===== src/rtl/tex_cache_pkg.sv =====
// rtl/tex_cache_pkg.sv - shared constants, bank encodings and FSM states for the texture cache fill path
package tex_cache_pkg;

  localparam int NUM_BANKS      = 4;
  localparam int LINE_WORDS_DEF = 8;
  localparam int IDX_W_DEF      = $clog2(LINE_WORDS_DEF);

  localparam logic [NUM_BANKS-1:0] CACHE_0 = 4'b0001;
  localparam logic [NUM_BANKS-1:0] CACHE_1 = 4'b0010;
  localparam logic [NUM_BANKS-1:0] CACHE_2 = 4'b0100;
  localparam logic [NUM_BANKS-1:0] CACHE_3 = 4'b1000;

  typedef enum logic [1:0] {
    ST_IDLE,
    ST_LOOKUP,
    ST_MEM_REQ,
    ST_FILL
  } fill_state_e;

  // Lowest set bit as one-hot; an empty vector maps to bank 0 so a victim always exists.
  function automatic logic [NUM_BANKS-1:0] lowest_onehot(input logic [NUM_BANKS-1:0] v);
    lowest_onehot = CACHE_0;
    for (int i = NUM_BANKS - 1; i >= 0; i--) begin
      if (v[i]) lowest_onehot = CACHE_0 << i;
    end
  endfunction

endpackage


===== src/rtl/tex_tag_array.sv =====
// rtl/tex_tag_array.sv - four bank tags with valid bits, combinational hit vector, write/invalidate/flush
module tex_tag_array
  import tex_cache_pkg::*;
#(
  parameter int TAG_W = 13
) (
  input  logic                 clk,
  input  logic                 rst_n,
  input  logic                 flush,
  input  logic [TAG_W-1:0]     lookup_tag,
  output logic [NUM_BANKS-1:0] hit_vec,
  output logic [NUM_BANKS-1:0] valid,
  input  logic                 inval_en,
  input  logic [NUM_BANKS-1:0] inval_bank,
  input  logic                 wr_en,
  input  logic [NUM_BANKS-1:0] wr_bank,
  input  logic [TAG_W-1:0]     wr_tag
);

  logic [NUM_BANKS-1:0] valid_q, valid_d;
  logic [TAG_W-1:0]     tag_q [NUM_BANKS];
  logic [TAG_W-1:0]     tag_d [NUM_BANKS];

  always_comb begin
    valid_d = valid_q;
    tag_d   = tag_q;
    if (flush) begin
      valid_d = '0;
    end else begin
      if (inval_en) valid_d = valid_d & ~inval_bank;
      if (wr_en) begin
        valid_d = valid_d | wr_bank;
        for (int i = 0; i < NUM_BANKS; i++) begin
          if (wr_bank[i]) tag_d[i] = wr_tag;
        end
      end
    end
  end

  always_comb begin
    hit_vec = '0;
    for (int i = 0; i < NUM_BANKS; i++) begin
      hit_vec[i] = valid_q[i] && (tag_q[i] == lookup_tag);
    end
  end

  assign valid = valid_q;

  always_ff @(posedge clk or negedge rst_n) begin
    if (!rst_n) begin
      valid_q <= '0;
      tag_q   <= '{default: '0};
    end else begin
      valid_q <= valid_d;
      tag_q   <= tag_d;
    end
  end

endmodule


===== src/rtl/tex_cache_fill_ctrl.sv =====
// rtl/tex_cache_fill_ctrl.sv - texture cache front end: tag lookup, victim choice, line fill, LRU access pulses
module tex_cache_fill_ctrl
  import tex_cache_pkg::*;
#(
  parameter int ADDR_W     = 16,
  parameter int DATA_W     = 32,
  parameter int LINE_WORDS = LINE_WORDS_DEF,
  parameter int IDX_W      = $clog2(LINE_WORDS),
  parameter int TAG_W      = ADDR_W - IDX_W
) (
  input  logic                 clk,
  input  logic                 rst_n,
  input  logic                 req_valid,
  output logic                 req_ready,
  input  logic [ADDR_W-1:0]    req_addr,
  input  logic                 flush,
  input  logic [NUM_BANKS-1:0] lru,
  output logic                 lru_read_en,
  output logic [NUM_BANKS-1:0] lru_bank_hit,
  output logic                 mem_req_valid,
  input  logic                 mem_req_ready,
  output logic [ADDR_W-1:0]    mem_req_addr,
  input  logic                 mem_rsp_valid,
  input  logic [DATA_W-1:0]    mem_rsp_data,
  output logic                 fill_we,
  output logic [NUM_BANKS-1:0] fill_bank,
  output logic [IDX_W-1:0]     fill_idx,
  output logic [DATA_W-1:0]    fill_data,
  output logic                 resp_valid,
  output logic [NUM_BANKS-1:0] resp_bank,
  output logic [IDX_W-1:0]     resp_idx,
  output logic                 resp_hit
);

  fill_state_e          state_q, state_d;
  logic [ADDR_W-1:0]    addr_q, addr_d;
  logic [NUM_BANKS-1:0] victim_q, victim_d;
  logic [IDX_W-1:0]     cnt_q, cnt_d;
  logic                 resp_valid_q, resp_valid_d;
  logic                 resp_hit_q, resp_hit_d;
  logic [NUM_BANKS-1:0] resp_bank_q, resp_bank_d;
  logic [IDX_W-1:0]     resp_idx_q, resp_idx_d;

  logic [TAG_W-1:0]     cur_tag;
  logic [NUM_BANKS-1:0] hit_vec, valid, victim_sel;
  logic                 tag_flush, inval_en, wr_en, beat, last_beat;

  assign cur_tag   = addr_q[ADDR_W-1:IDX_W];
  assign req_ready = (state_q == ST_IDLE) && !flush;
  assign tag_flush = (state_q == ST_IDLE) && flush;
  assign beat      = (state_q == ST_FILL) && mem_rsp_valid;
  assign last_beat = beat && (cnt_q == IDX_W'(LINE_WORDS - 1));

  // Refilling an empty bank never costs a resident line, so invalid banks beat the LRU hint.
  assign victim_sel = (|(~valid)) ? lowest_onehot(~valid) : lowest_onehot(lru);

  tex_tag_array #(.TAG_W(TAG_W)) u_tags (
    .clk        (clk),
    .rst_n      (rst_n),
    .flush      (tag_flush),
    .lookup_tag (cur_tag),
    .hit_vec    (hit_vec),
    .valid      (valid),
    .inval_en   (inval_en),
    .inval_bank (victim_sel),
    .wr_en      (wr_en),
    .wr_bank    (victim_q),
    .wr_tag     (cur_tag)
  );

  always_comb begin
    state_d      = state_q;
    addr_d       = addr_q;
    victim_d     = victim_q;
    cnt_d        = cnt_q;
    resp_valid_d = 1'b0;
    resp_hit_d   = 1'b0;
    resp_bank_d  = '0;
    resp_idx_d   = '0;
    inval_en     = 1'b0;
    wr_en        = 1'b0;
    case (state_q)
      ST_IDLE: begin
        if (req_valid && req_ready) begin
          addr_d  = req_addr;
          state_d = ST_LOOKUP;
        end
      end
      ST_LOOKUP: begin
        if (|hit_vec) begin
          resp_valid_d = 1'b1;
          resp_hit_d   = 1'b1;
          resp_bank_d  = hit_vec;
          resp_idx_d   = addr_q[IDX_W-1:0];
          state_d      = ST_IDLE;
        end else begin
          victim_d = victim_sel;
          inval_en = 1'b1;
          state_d  = ST_MEM_REQ;
        end
      end
      ST_MEM_REQ: begin
        if (mem_req_ready) begin
          cnt_d   = '0;
          state_d = ST_FILL;
        end
      end
      ST_FILL: begin
        if (beat) cnt_d = cnt_q + IDX_W'(1);
        if (last_beat) begin
          wr_en        = 1'b1;
          resp_valid_d = 1'b1;
          resp_bank_d  = victim_q;
          resp_idx_d   = addr_q[IDX_W-1:0];
          cnt_d        = '0;
          state_d      = ST_IDLE;
        end
      end
      default: state_d = ST_IDLE;
    endcase
  end

  always_ff @(posedge clk or negedge rst_n) begin
    if (!rst_n) begin
      state_q      <= ST_IDLE;
      addr_q       <= '0;
      victim_q     <= '0;
      cnt_q        <= '0;
      resp_valid_q <= 1'b0;
      resp_hit_q   <= 1'b0;
      resp_bank_q  <= '0;
      resp_idx_q   <= '0;
    end else begin
      state_q      <= state_d;
      addr_q       <= addr_d;
      victim_q     <= victim_d;
      cnt_q        <= cnt_d;
      resp_valid_q <= resp_valid_d;
      resp_hit_q   <= resp_hit_d;
      resp_bank_q  <= resp_bank_d;
      resp_idx_q   <= resp_idx_d;
    end
  end

  assign mem_req_valid = (state_q == ST_MEM_REQ);
  assign mem_req_addr  = mem_req_valid ? {cur_tag, {IDX_W{1'b0}}} : '0;
  assign fill_we       = beat;
  assign fill_bank     = beat ? victim_q : '0;
  assign fill_idx      = beat ? cnt_q : '0;
  assign fill_data     = beat ? mem_rsp_data : '0;
  assign resp_valid    = resp_valid_q;
  assign resp_hit      = resp_hit_q;
  assign resp_bank     = resp_bank_q;
  assign resp_idx      = resp_idx_q;
  assign lru_read_en   = resp_valid_q;
  assign lru_bank_hit  = resp_bank_q;

endmodule


===== config.mk =====
export PLATFORM = sky130hd
export DESIGN_NAME = tex_cache_fill_ctrl
export DESIGN_NICKNAME = d
export VERILOG_FILES = /design/src/rtl/tex_cache_pkg.sv /design/src/rtl/tex_tag_array.sv /design/src/rtl/tex_cache_fill_ctrl.sv
export SDC_FILE = /design/constraint.sdc
export NUM_CORES = 1
export LEC_CHECK = 0
export ABC_AREA = 1
export CAP_MARGIN = 25
export CELL_PAD_IN_SITES_DETAIL_PLACEMENT = 1
export CELL_PAD_IN_SITES_GLOBAL_PLACEMENT = 1
export CORE_ASPECT_RATIO = 1.25
export CORE_MARGIN = 2
export CORE_UTILIZATION = 38
export CTS_BUF_LIST = sky130_fd_sc_hd__clkbuf_4
export DETAILED_ROUTE_END_ITERATION = 10
export GPL_ROUTABILITY_DRIVEN = 0
export PLACE_DENSITY = 0.88
export SLEW_MARGIN = 20
export SYNTH_ARGS = -nofsm -noshare
export SYNTH_HDL_FRONTEND = slang
export SYNTH_SLANG_ARGS = --single-unit

===== constraint.sdc =====
create_clock -name clk -period 3.5 [get_ports clk]
set_clock_uncertainty 0.15 [all_clocks]
set_input_delay 0.35 -clock clk [delete_from_list [all_inputs] [get_ports clk]]
set_output_delay 0.35 -clock clk [all_outputs]
set_load 0.01 [all_outputs]

==> results of run 1 <==
cell usage after synthesis:
master	count
dfrtp_1	90
nand2_1	238
conb_1	1
o211ai_1	1
nor2_1	129
nand2_2	7
o21ai_2	3
o21ai_1	7
buf_6	2
xor2_1	3
inv_2	11
nand4_1	10
buf_2	4
inv_1	109
nor2_4	1
nor4_1	3
xnor2_1	2
nor3_1	9
nor3b_1	2
clkbuf_1	14
nand3_1	19
a21oi_1	21
and2_1	1
o21ai_0	60
buf_4	8
o32ai_1	2
ha_1	2
area by class of cell:
| type | instances | share of cell area (%) |
|---|---|---|
| tap | 171 | 3.232 |
| timing repair buffer | 130 | 19.50 |
| clock inverter | 7 | 1.474 |
| multi-input combinational | 523 | 33.94 |
| clock buffer | 9 | 1.021 |
| inverter | 120 | 6.804 |
| sequential | 90 | 34.02 |
power by group through the flow:
stage / registers (mW) / clock network (mW) / logic (mW)
floorplan: 1.42 / 0 / 1.14
global placement: 1.53 / 0 / 1.84
detailed placement: 1.54 / 0 / 1.89
CTS: 1.52 / 0.686 / 1.90
global route: 1.55 / 0.726 / 2.13
finish: 1.52 / 0.674 / 1.90
registers in the layout, summed over array words and instances (netlist names), named ones only:
register,cells
u_tags.valid,4
resp_idx,3
addr_q,16
lru_read_en,1
u_tags.tag_q,52
cnt_q,3
victim_q,4
resp_hit,1
lru_bank_hit,4
state_q,1
per-stage QoR:
stage	utilization, %	hold WS (ns)
final	50.26	0.2564
after global routing	50.26	0.2356
after CTS	50.26	0.2372
after detailed placement	48.93	0.2923
after global placement	48.93	0.2855
after floorplan	-	-0.09559
per-layer routing:
| metal | vias up | track usage [%] | routed length, µm |
|---|---|---|---|
| li1 | 2537 | - | - |
| met1 | 2530 | 30.89 | 7181 |
| met2 | 202 | 43.61 | 8434 |
| met3 | 26 | 7.485 | 1276 |
| met4 | 0 | 7.621 | 369 |
| met5 | - | 0 | 0 |
path summary, 6_finish.rpt:
path | start | endpoint | slack [ns] | depth (start not counted)
worst max-delay path | state_q[0] | fill_bank[1] | 0.59 | 5
worst min-delay path | req_addr[4] | addr_q[4] | 0.26 | 3
worst max register to register | state_q[0] | flip-flop | 0.99 | 8
worst min register to register | victim_q[2] | victim_q[2] | 0.35 | 2
max in group asynchronous | rst_n | lru_read_en | 2.16 | 3
min in group asynchronous | rst_n | u_tags.tag_q[39] | 0.27 | 2
worst register-to-register path, stage by stage (launching register included):
cell and delay [ns]:
dfrtp_1 0.45, nor2_1 0.16, inv_1 0.08, nor2_1 0.34, nand2_1 0.54, nand2_1 0.21, o21ai_0 0.13, nor3_1 0.25
o21ai_0 0.11
logic make-up (layout without fill, tap and decap cells):
| family | count (synthesis) | in the layout | share of synthesized area (%) |
|---|---|---|---|
| xor gates and xnor gates | 5 | 5 | 0.8593 |
| buffers and inverters | 148 | 266 | 11.88 |
| adders and majority gates | 2 | 2 | 0.4908 |
| DFF | 90 | 90 | 44.18 |
| AOI/OAI and AO/OA | 94 | 94 | 9.647 |
| other | 1 | 3 | 0.07357 |
| and+or+nand+nor | 419 | 419 | 32.87 |
==> run metrics, run 1 <==
synth top area cells dfrtp_1 (44%), nand2_1 (18%), nor2_1 (9.5%); I/O Buffers 126; Final #Nets 934; # fillers 1750; leakage power figure 3.340 nW; sequential share of the synthesized area 44.18%; top-area cell type share of the netlist area 44.18%; Power Dens Cells between 600 and 700 mW/mm²; Post-DP Area 0.006445 mm²; CP Launch Type flip-flop; period utilisation layout 83.16%; ratio of cells with drive above 1 in the final layout 4.778%; Yosys cell types 27; Min Clock Period, post-route slightly below 3 ns; switching share of power 47.18%; First-pass DRT Iterations 6; Post-CTS Hold Fix Bufs 1; post-route insts no fill 1050; Storage cell area 0.002252 mm²; unrepaired setup endpoints after global routing no; Residual DRC 0; crit-path cells nand2_1, inv_2, nand2_2, nor2_1, clkdlybuf4s50_1; setup TNS 0 ns; Initial Utilization approximately two fifths; final WL 17.26 mm; Max clock buf depth 2; P_int 2.163 mW; cell at the slowest stage of the critical path clkdlybuf4s50_1; critical path data required time 3.00 ns; CTS tree built; largest net degree at the start of global routing 52; Max Slew Vio Count 0; Slew @ Worst Pin 0.8629 ns; crit path DAT 2.41 ns; leading area contributor after synthesis dfrtp_1; vias about 5300; f_max approximately 340 MHz; clock power share 16.5%; H-tree depth 3; via/cell ratio just over 5; P_sw 1.931 mW; sequential fraction of design power about 37%; Die Ht 133.5 µm; Critical path buffers and inverters 2; WS Path Type flip-flop to output pin; most frequent cells in the layout nand2_1 (238), nor2_1 (129), clkdlybuf4s50_1 (125); dpl ws 0.7349 ns; worst setup margin roughly 0.59 ns; gr ovfl total 0; layout overhead on the synthesized area 29.87%; crit end category output pin; Clock Latency Late Sink 0.49 ns; max_cap viols 0; WL/cell 16.44 µm; Clk Tree Root Cell clkbuf_4; vias in the first global route 5545; Final Setup Violations 0; Core Region 0.01317 mm²; Worst Path Max Fanout 41; post-CTS setup buffers 0; post-route cell area 0.006620 mm²; antenna violations before repair 0; Combinational Power Share 46.3%; Worst-path clk slew around 0.18 ns; Worst path max stage delay 0.62 ns; Die Footprint 0.01436 mm²; DRT iter0 DRCs between 200 and 300; CTS sink cnt 90; mapped cell area 0.005097 mm²; I/O pin count 130; Ys Warns 0; Post-Syn Instances between 700 and 800; post-route ant nets 0; Placed Cells incl. Taps 1033; Worst Hold Class input port to flip-flop; synthesized flop and latch total 90; GRT Overall Usage approximately a quarter; ANT cells 0; slew margin rel. 42.34%; syn_area_per_cell 6.716 µm²; VDD IR max 335.3 µV; post-CTS resize count 0; Final Hold Vio Count 0; Pwr Total 4.094 mW; Multi-input gate area 0.002247 mm²; CTS Buf Count 9; Worst path top cell family by delay simple AND/OR/NAND/NOR gates; global-route wire length before repair 28.04 mm; die width 107.6 µm; status finished clean; Post-DP HPWL 13.21 mm; row count 47; most common cell after layout, fill and taps aside nand2_1
No activity file was read; power rests on OpenSTA's default activity.
==> inputs of run 2 (changes only) <==
--- a/config.mk
+++ b/config.mk
@@ -11,11 +11,11 @@
 export CELL_PAD_IN_SITES_GLOBAL_PLACEMENT = 1
 export CORE_ASPECT_RATIO = 1.25
 export CORE_MARGIN = 2
-export CORE_UTILIZATION = 38
+export CORE_UTILIZATION = 32
 export CTS_BUF_LIST = sky130_fd_sc_hd__clkbuf_4
 export DETAILED_ROUTE_END_ITERATION = 10
 export GPL_ROUTABILITY_DRIVEN = 0
-export PLACE_DENSITY = 0.88
+export PLACE_DENSITY = 0.79
 export SLEW_MARGIN = 20
 export SYNTH_ARGS = -nofsm -noshare
 export SYNTH_HDL_FRONTEND = slang
==> constraint.sdc (replaced) <==
create_clock -name clk -period 2.41 [get_ports clk]
set_clock_uncertainty 0.15 [all_clocks]
set_input_delay 0.241 -clock clk [delete_from_list [all_inputs] [get_ports clk]]
set_output_delay 0.241 -clock clk [all_outputs]
set_load 0.01 [all_outputs]
==> run metrics, run 2 (synthesis results as in run 1) <==
P_sw 2.871 mW (+49%); Die Footprint 0.01696 mm² (+18%); P_int 3.117 mW (+44%); GRT Overall Usage 21.93% (-3.6 points); met1 GRT Util 26.37% (-4.5 points); slew margin rel. 61.98% (+20 points); post-route insts no fill 1111 (+5.8%); hold slack 0.1405 ns (-0.1159 ns); Clock Latency Late Sink 0.46 ns (-0.03 ns); Residual DRC 0 (unchanged); biggest regs u_tags.tag_q x52, addr_q x16; switching share of power 47.94% (+0.77 points); gr ovfl total 0 (unchanged); max reg flops 52 (unchanged); Initial Utilization 32.74% (-6.0 points); Core Region 0.01557 mm² (+18%); WS Path Type flip-flop to output pin; crit path DAT 1.92 ns (-0.49 ns); Placed Cells incl. Taps 1092 (+5.7%); Pwr Total 5.987 mW (+46%); I/O pin count 130 (unchanged); M3 GR Usage 6.140% (-1.3 points); critical path data required time 2.02 ns (-0.98 ns); Max Slew Vio Count 0 (unchanged); Clk Tree Root Cell clkbuf_4; # fillers 2066 (+18%); most frequent cells in the layout nand2_1 (238), nor2_1 (126), inv_1 (107); row count 51 (+8.5%); Largest Register u_tags.tag_q; sequential fraction of design power 35.9% (-1.3 points); via/cell ratio 4.696 (-6.9%); final core occ 43.99% (-6.3 points); status finished clean; crit end category output pin; CP Launch Type flip-flop; most common cell after layout, fill and taps aside nand2_1; post-route cell area 0.006849 mm² (+3.5%); unrepaired setup endpoints after global routing yes; die width 116.9 µm (+8.6%); f_max ~430 MHz; Max clock buf depth 2 (unchanged); Power Dens Cells 874.2 mW/mm² (+41%); max_cap viols 0 (unchanged); leakage power figure 3.852 nW (+15%); gr busiest metal met2; Worst Path Max Fanout 14 (-66%); Min Clock Period, post-route 2.310 ns; antenna violations before repair 1 (+1); CTS sink cnt 90 (unchanged); H-tree depth 3 (unchanged); CTS Buf Count 9 (unchanged); clock power share 14.4% (-2.1 points); final WL 18.00 mm (+4.3%); Final #Nets 953 (+2.0%); post-route ant nets 0 (unchanged); Die Ht 145.1 µm (+8.7%); WL/cell 16.21 µm (-1.4%); Combinational Power Share 49.7% (+3.4 points); CTS tree built; Final Setup Violations 0 (unchanged); layout overhead on the synthesized area 34.36%; VDD IR max 386.8 µV (+15%); Slew @ Worst Pin 0.5703 ns (-0.2926 ns); setup TNS 0 ns (unchanged); Post-DP Area 0.006644 mm² (+3.1%); largest net degree at the start of global routing 42 (-19%); period utilisation layout 95.87%; First-pass DRT Iterations 4 (-2); DRT iter0 DRCs 264 (-0.38%); worst setup margin 0.09956 ns (-0.4899 ns); Worst-path clk slew 0.17 ns (about the same); dpl ws 0.1404 ns (-0.5944 ns); Worst Hold Class input port to asynchronous set/reset pin; I/O Buffers 126 (unchanged); ratio of cells with drive above 1 in the final layout 7.461% (+2.7 points); Post-DP HPWL 13.95 mm (+5.6%); vias 5217 (-1.5%); vias in the first global route 5465 (-1.4%); Final Hold Vio Count 0 (unchanged); global-route wire length before repair 28.41 mm (+1.3%); GRT met2 Usage 37.23% (-6.4 points)
-- run 2: power by group through the flow --
stage	logic [mW]	registers, mW	clock network (mW)
4_1_cts	3.01	2.14	0.888
5_1_grt	3.31	2.19	0.944
6_report	2.98	2.15	0.862
3_5_place_dp	3.01	2.16	0
3_3_place_gp	2.97	2.15	0
2_1_floorplan	1.65	2.06	0
-- run 2: path summary, 6_finish.rpt --
check | slack (ns) | endpoint | startpoint | cells after the start
max | 0.1 | mem_req_addr[14] | flip-flop | 5
min | 0.14 | u_tags.tag_q[44] | rst_n | 2
max reg2reg | 0.24 | victim_q[0] | addr_q[3] | 13
min reg2reg | 0.36 | u_tags.tag_q[39] | u_tags.tag_q[39] | 2
max in group asynchronous | 1.26 | addr_q[5] | rst_n | 3
min in group clk | 0.18 | addr_q[15] | req_addr[15] | 3
-- run 2: timing repair --
item | 4_1_cts | 5_1_grt
hold buffers | 1 | 0
gates resized for setup | 36 | 22
endpoints found under the hold margin | 39 | 0
buffers inserted | 1 | 0
setup endpoints to repair | 53 | 25
-- run 2: per-layer routing --
layer  up-vias  routed length [µm]
met4         0                 424
met2       189                8805
met5         -                   0
met1      2430                7532
met3        29                1241
li1       2569                   -
-- run 2: critical path, cell delays in order (launching register included) --
cell and delay, ns:
dfrtp_1 0.44, inv_1 0.08, nor2_2 0.16, inv_4 0.12, nor2_1 0.11, clkdlybuf4s50_1 0.55
-- run 2: final cells by class --
cell class	count	area [µm²]	area share, %
sequential	90	2253	32.90
clock inverter	7	72.57	1.060
clock buffer	9	67.56	0.9865
multi-input combinational	523	2273	33.19
antenna	1	2.502	0.03654
inverter	120	456.7	6.668
timing repair buffer	149	1458	21.28
tap	212	265.3	3.873
==> inputs of run 3 (changes only) <==
--- a/config.mk
+++ b/config.mk
@@ -11,11 +11,11 @@
 export CELL_PAD_IN_SITES_GLOBAL_PLACEMENT = 1
 export CORE_ASPECT_RATIO = 1.25
 export CORE_MARGIN = 2
-export CORE_UTILIZATION = 32
+export CORE_UTILIZATION = 25
 export CTS_BUF_LIST = sky130_fd_sc_hd__clkbuf_4
 export DETAILED_ROUTE_END_ITERATION = 10
 export GPL_ROUTABILITY_DRIVEN = 0
-export PLACE_DENSITY = 0.79
+export PLACE_DENSITY = 0.64
 export SLEW_MARGIN = 20
 export SYNTH_ARGS = -nofsm -noshare
 export SYNTH_HDL_FRONTEND = slang
==> constraint.sdc (replaced) <==
create_clock -name clk -period 2.41 [get_ports clk]
set_clock_uncertainty 0.15 [all_clocks]
set_input_delay 0.241 -clock clk [delete_from_list [all_inputs] [get_ports clk]]
set_output_delay 0.241 -clock clk [all_outputs]
set_load 0.1 [all_outputs]
==> run metrics, run 3 (synthesis results as in run 1) <==
final WL 19.43 mm (+7.9%); H-tree depth 3 (unchanged); most frequent cells in the layout nand2_1 (238), inv_1 (109), nor2_1 (107); Die Ht 163.6 µm (+13%); most common cell after layout, fill and taps aside nand2_1; Worst Hold Class input port to asynchronous set/reset pin; Worst Path Max Fanout 37 (+23); largest net degree at the start of global routing 38 (-9.5%); post-route ant nets 0 (unchanged); via/cell ratio 4.463 (-4.9%); highest routed layer met4; Residual DRC 0 (unchanged); die width 131.7 µm (+13%); CTS sink cnt 90 (unchanged); critical path data required time 2.02 ns (about the same); Post-DP HPWL 15.45 mm (+11%); Die Footprint 0.02155 mm² (+27%); clock power share 11.0% (-3.4 points); post-route cell area 0.007455 mm² (+8.8%); max reg flops 52 (unchanged); period utilisation layout 93.74% (-2.1 points); GRT Overall Usage 18.73% (-3.2 points); met3 routed WL 1.379 mm (+11%); First-pass DRT Iterations 6 (+2); crit path DAT 1.87 ns (-0.05 ns); row count 58 (+14%); crit end category output pin; Largest Register u_tags.tag_q; Combinational Power Share 62.6% (+13 points); vias in the first global route 5346 (-2.2%); sequential fraction of design power 26.5% (-9.4 points); f_max 442.6 MHz (+2.3%); Final Setup Violations 0 (unchanged); switching share of power 54.97% (+7.0 points); Min Clock Period, post-route 2.259 ns (-0.05121 ns); ratio of cells with drive above 1 in the final layout 15.99% (+8.5 points); Max clock buf depth 2 (unchanged); Post-DP Area 0.007295 mm² (+9.8%); WS Path Type flip-flop to output pin; DRT iter0 DRCs 315 (+19%); Clk Tree Root Cell clkbuf_4; I/O Buffers 126 (unchanged); unrepaired setup endpoints after global routing no; Clock Latency Late Sink 0.50 ns (+0.04 ns); vias 5173 (-0.84%); I/O pin count 130 (unchanged); status finished clean; Final Hold Vio Count 0 (unchanged); Initial Utilization 25.45% (-7.3 points); VDD IR max 758.0 µV (+96%); Max Slew Vio Count 0 (unchanged); Worst-path clk slew 0.17 ns (about the same); Met1 Routed Length 7.769 mm (+3.1%); CTS Buf Count 9 (unchanged); # fillers 2493 (+21%); CTS tree built; Power Dens Cells 1093 mW/mm² (+25%); gr ovfl total 0 (unchanged); max_cap viols 0 (unchanged); global-route wire length before repair 30.71 mm (+8.1%); layout overhead on the synthesized area 46.24%; slew margin rel. 63.76% (+1.8 points); CP Launch Type flip-flop; Core Region 0.02003 mm² (+29%); P_int 3.668 mW (+18%); antenna violations before repair 1 (unchanged); WL/cell 16.76 µm (+3.4%); biggest regs u_tags.tag_q x52, addr_q x16; Slew @ Worst Pin 0.5430 ns (-0.02733 ns); leakage power figure 3.683 nW (-4.4%); Final #Nets 943 (-1.0%); met2 wire length 10.00 mm (+14%); P_sw 4.478 mW (+56%); setup TNS 0 ns (unchanged)
run 3: path summary, 6_finish.rpt:
| path | start | to | slack, ns | cells after the start |
|---|---|---|---|---|
| setup / recovery | state_q[0] | fill_data[0] | 0.15 | 6 |
| hold / removal | rst_n | u_tags.tag_q[15] | 0.07 | 2 |
| setup reg to reg | addr_q[3] | u_tags.valid[3] | 0.26 | 12 |
| hold reg to reg | u_tags.tag_q[39] | u_tags.tag_q[39] | 0.36 | 2 |
| max in group asynchronous | rst_n | lru_bank_hit[2] | 1.33 | 3 |
| min in group clk | req_addr[0] | addr_q[0] | 0.15 | 3 |
run 3: cell type report:
class | instances | area [µm²] | area share (%)
Multi-Input combinational cell | 523 | 2362 | 31.69
Clock buffer | 9 | 67.56 | 0.9063
Tap cell | 270 | 337.8 | 4.532
Timing Repair Buffer | 139 | 1912 | 25.65
Inverter | 120 | 450.4 | 6.042
Sequential cell | 90 | 2253 | 30.23
Clock inverter | 7 | 68.82 | 0.9231
Antenna cell | 1 | 2.502 | 0.03357
run 3: timing repair:
item	CTS	global route
setup buffers	0	0
resized for setup	1	4
pin swaps	0	0
setup endpoints to repair	1	8
hold buffers	1	0
hold endpoints to repair	71	0
run 3: layer usage:
metal  global-route usage (%)  vias to the layer above
met3                    5.276                       21
met1                    21.43                     2441
li1                         -                     2550
met4                    5.089                        0
met2                    34.20                      161
met5                        0                        -
run 3: per-stage QoR:
| step | instances | hold slack [ns] | power [mW] | utilization, % | setup slack, ns |
|---|---|---|---|---|---|
| after floorplan | 761 | -0.2046 | 5.387 | - | -0.2882 |
| after detailed placement | 1141 | 0.08436 | 7.338 | 36.42 | 0.2605 |
| after global placement | 1141 | 0.08476 | 7.306 | 36.42 | 0.2810 |
| after global routing | 1159 | 0.1190 | 8.659 | 37.22 | 0.04231 |
| final | 1159 | 0.07081 | 8.146 | 37.22 | 0.1508 |
| after CTS | 1158 | 0.06417 | 8.244 | 37.16 | 0.003555 |
run 3: power by group through the flow:
stage                     clock, mW  sequential [mW]  combinational (mW)
after floorplan                   0             2.06                3.33
after global placement            0             2.18                5.12
after detailed placement          0             2.19                5.15
after CTS                     0.923             2.16                5.16
after global routing          0.967             2.21                5.49
final                         0.893             2.16                5.10
run 3: worst max-delay path, cell delays in order, from the launching register on:
cell,delay [ns]
dfrtp_2,0.44
nand2_1,0.10
inv_2,0.07
nand2_2,0.11
buf_12,0.20
nor2_1,0.23
buf_12,0.21
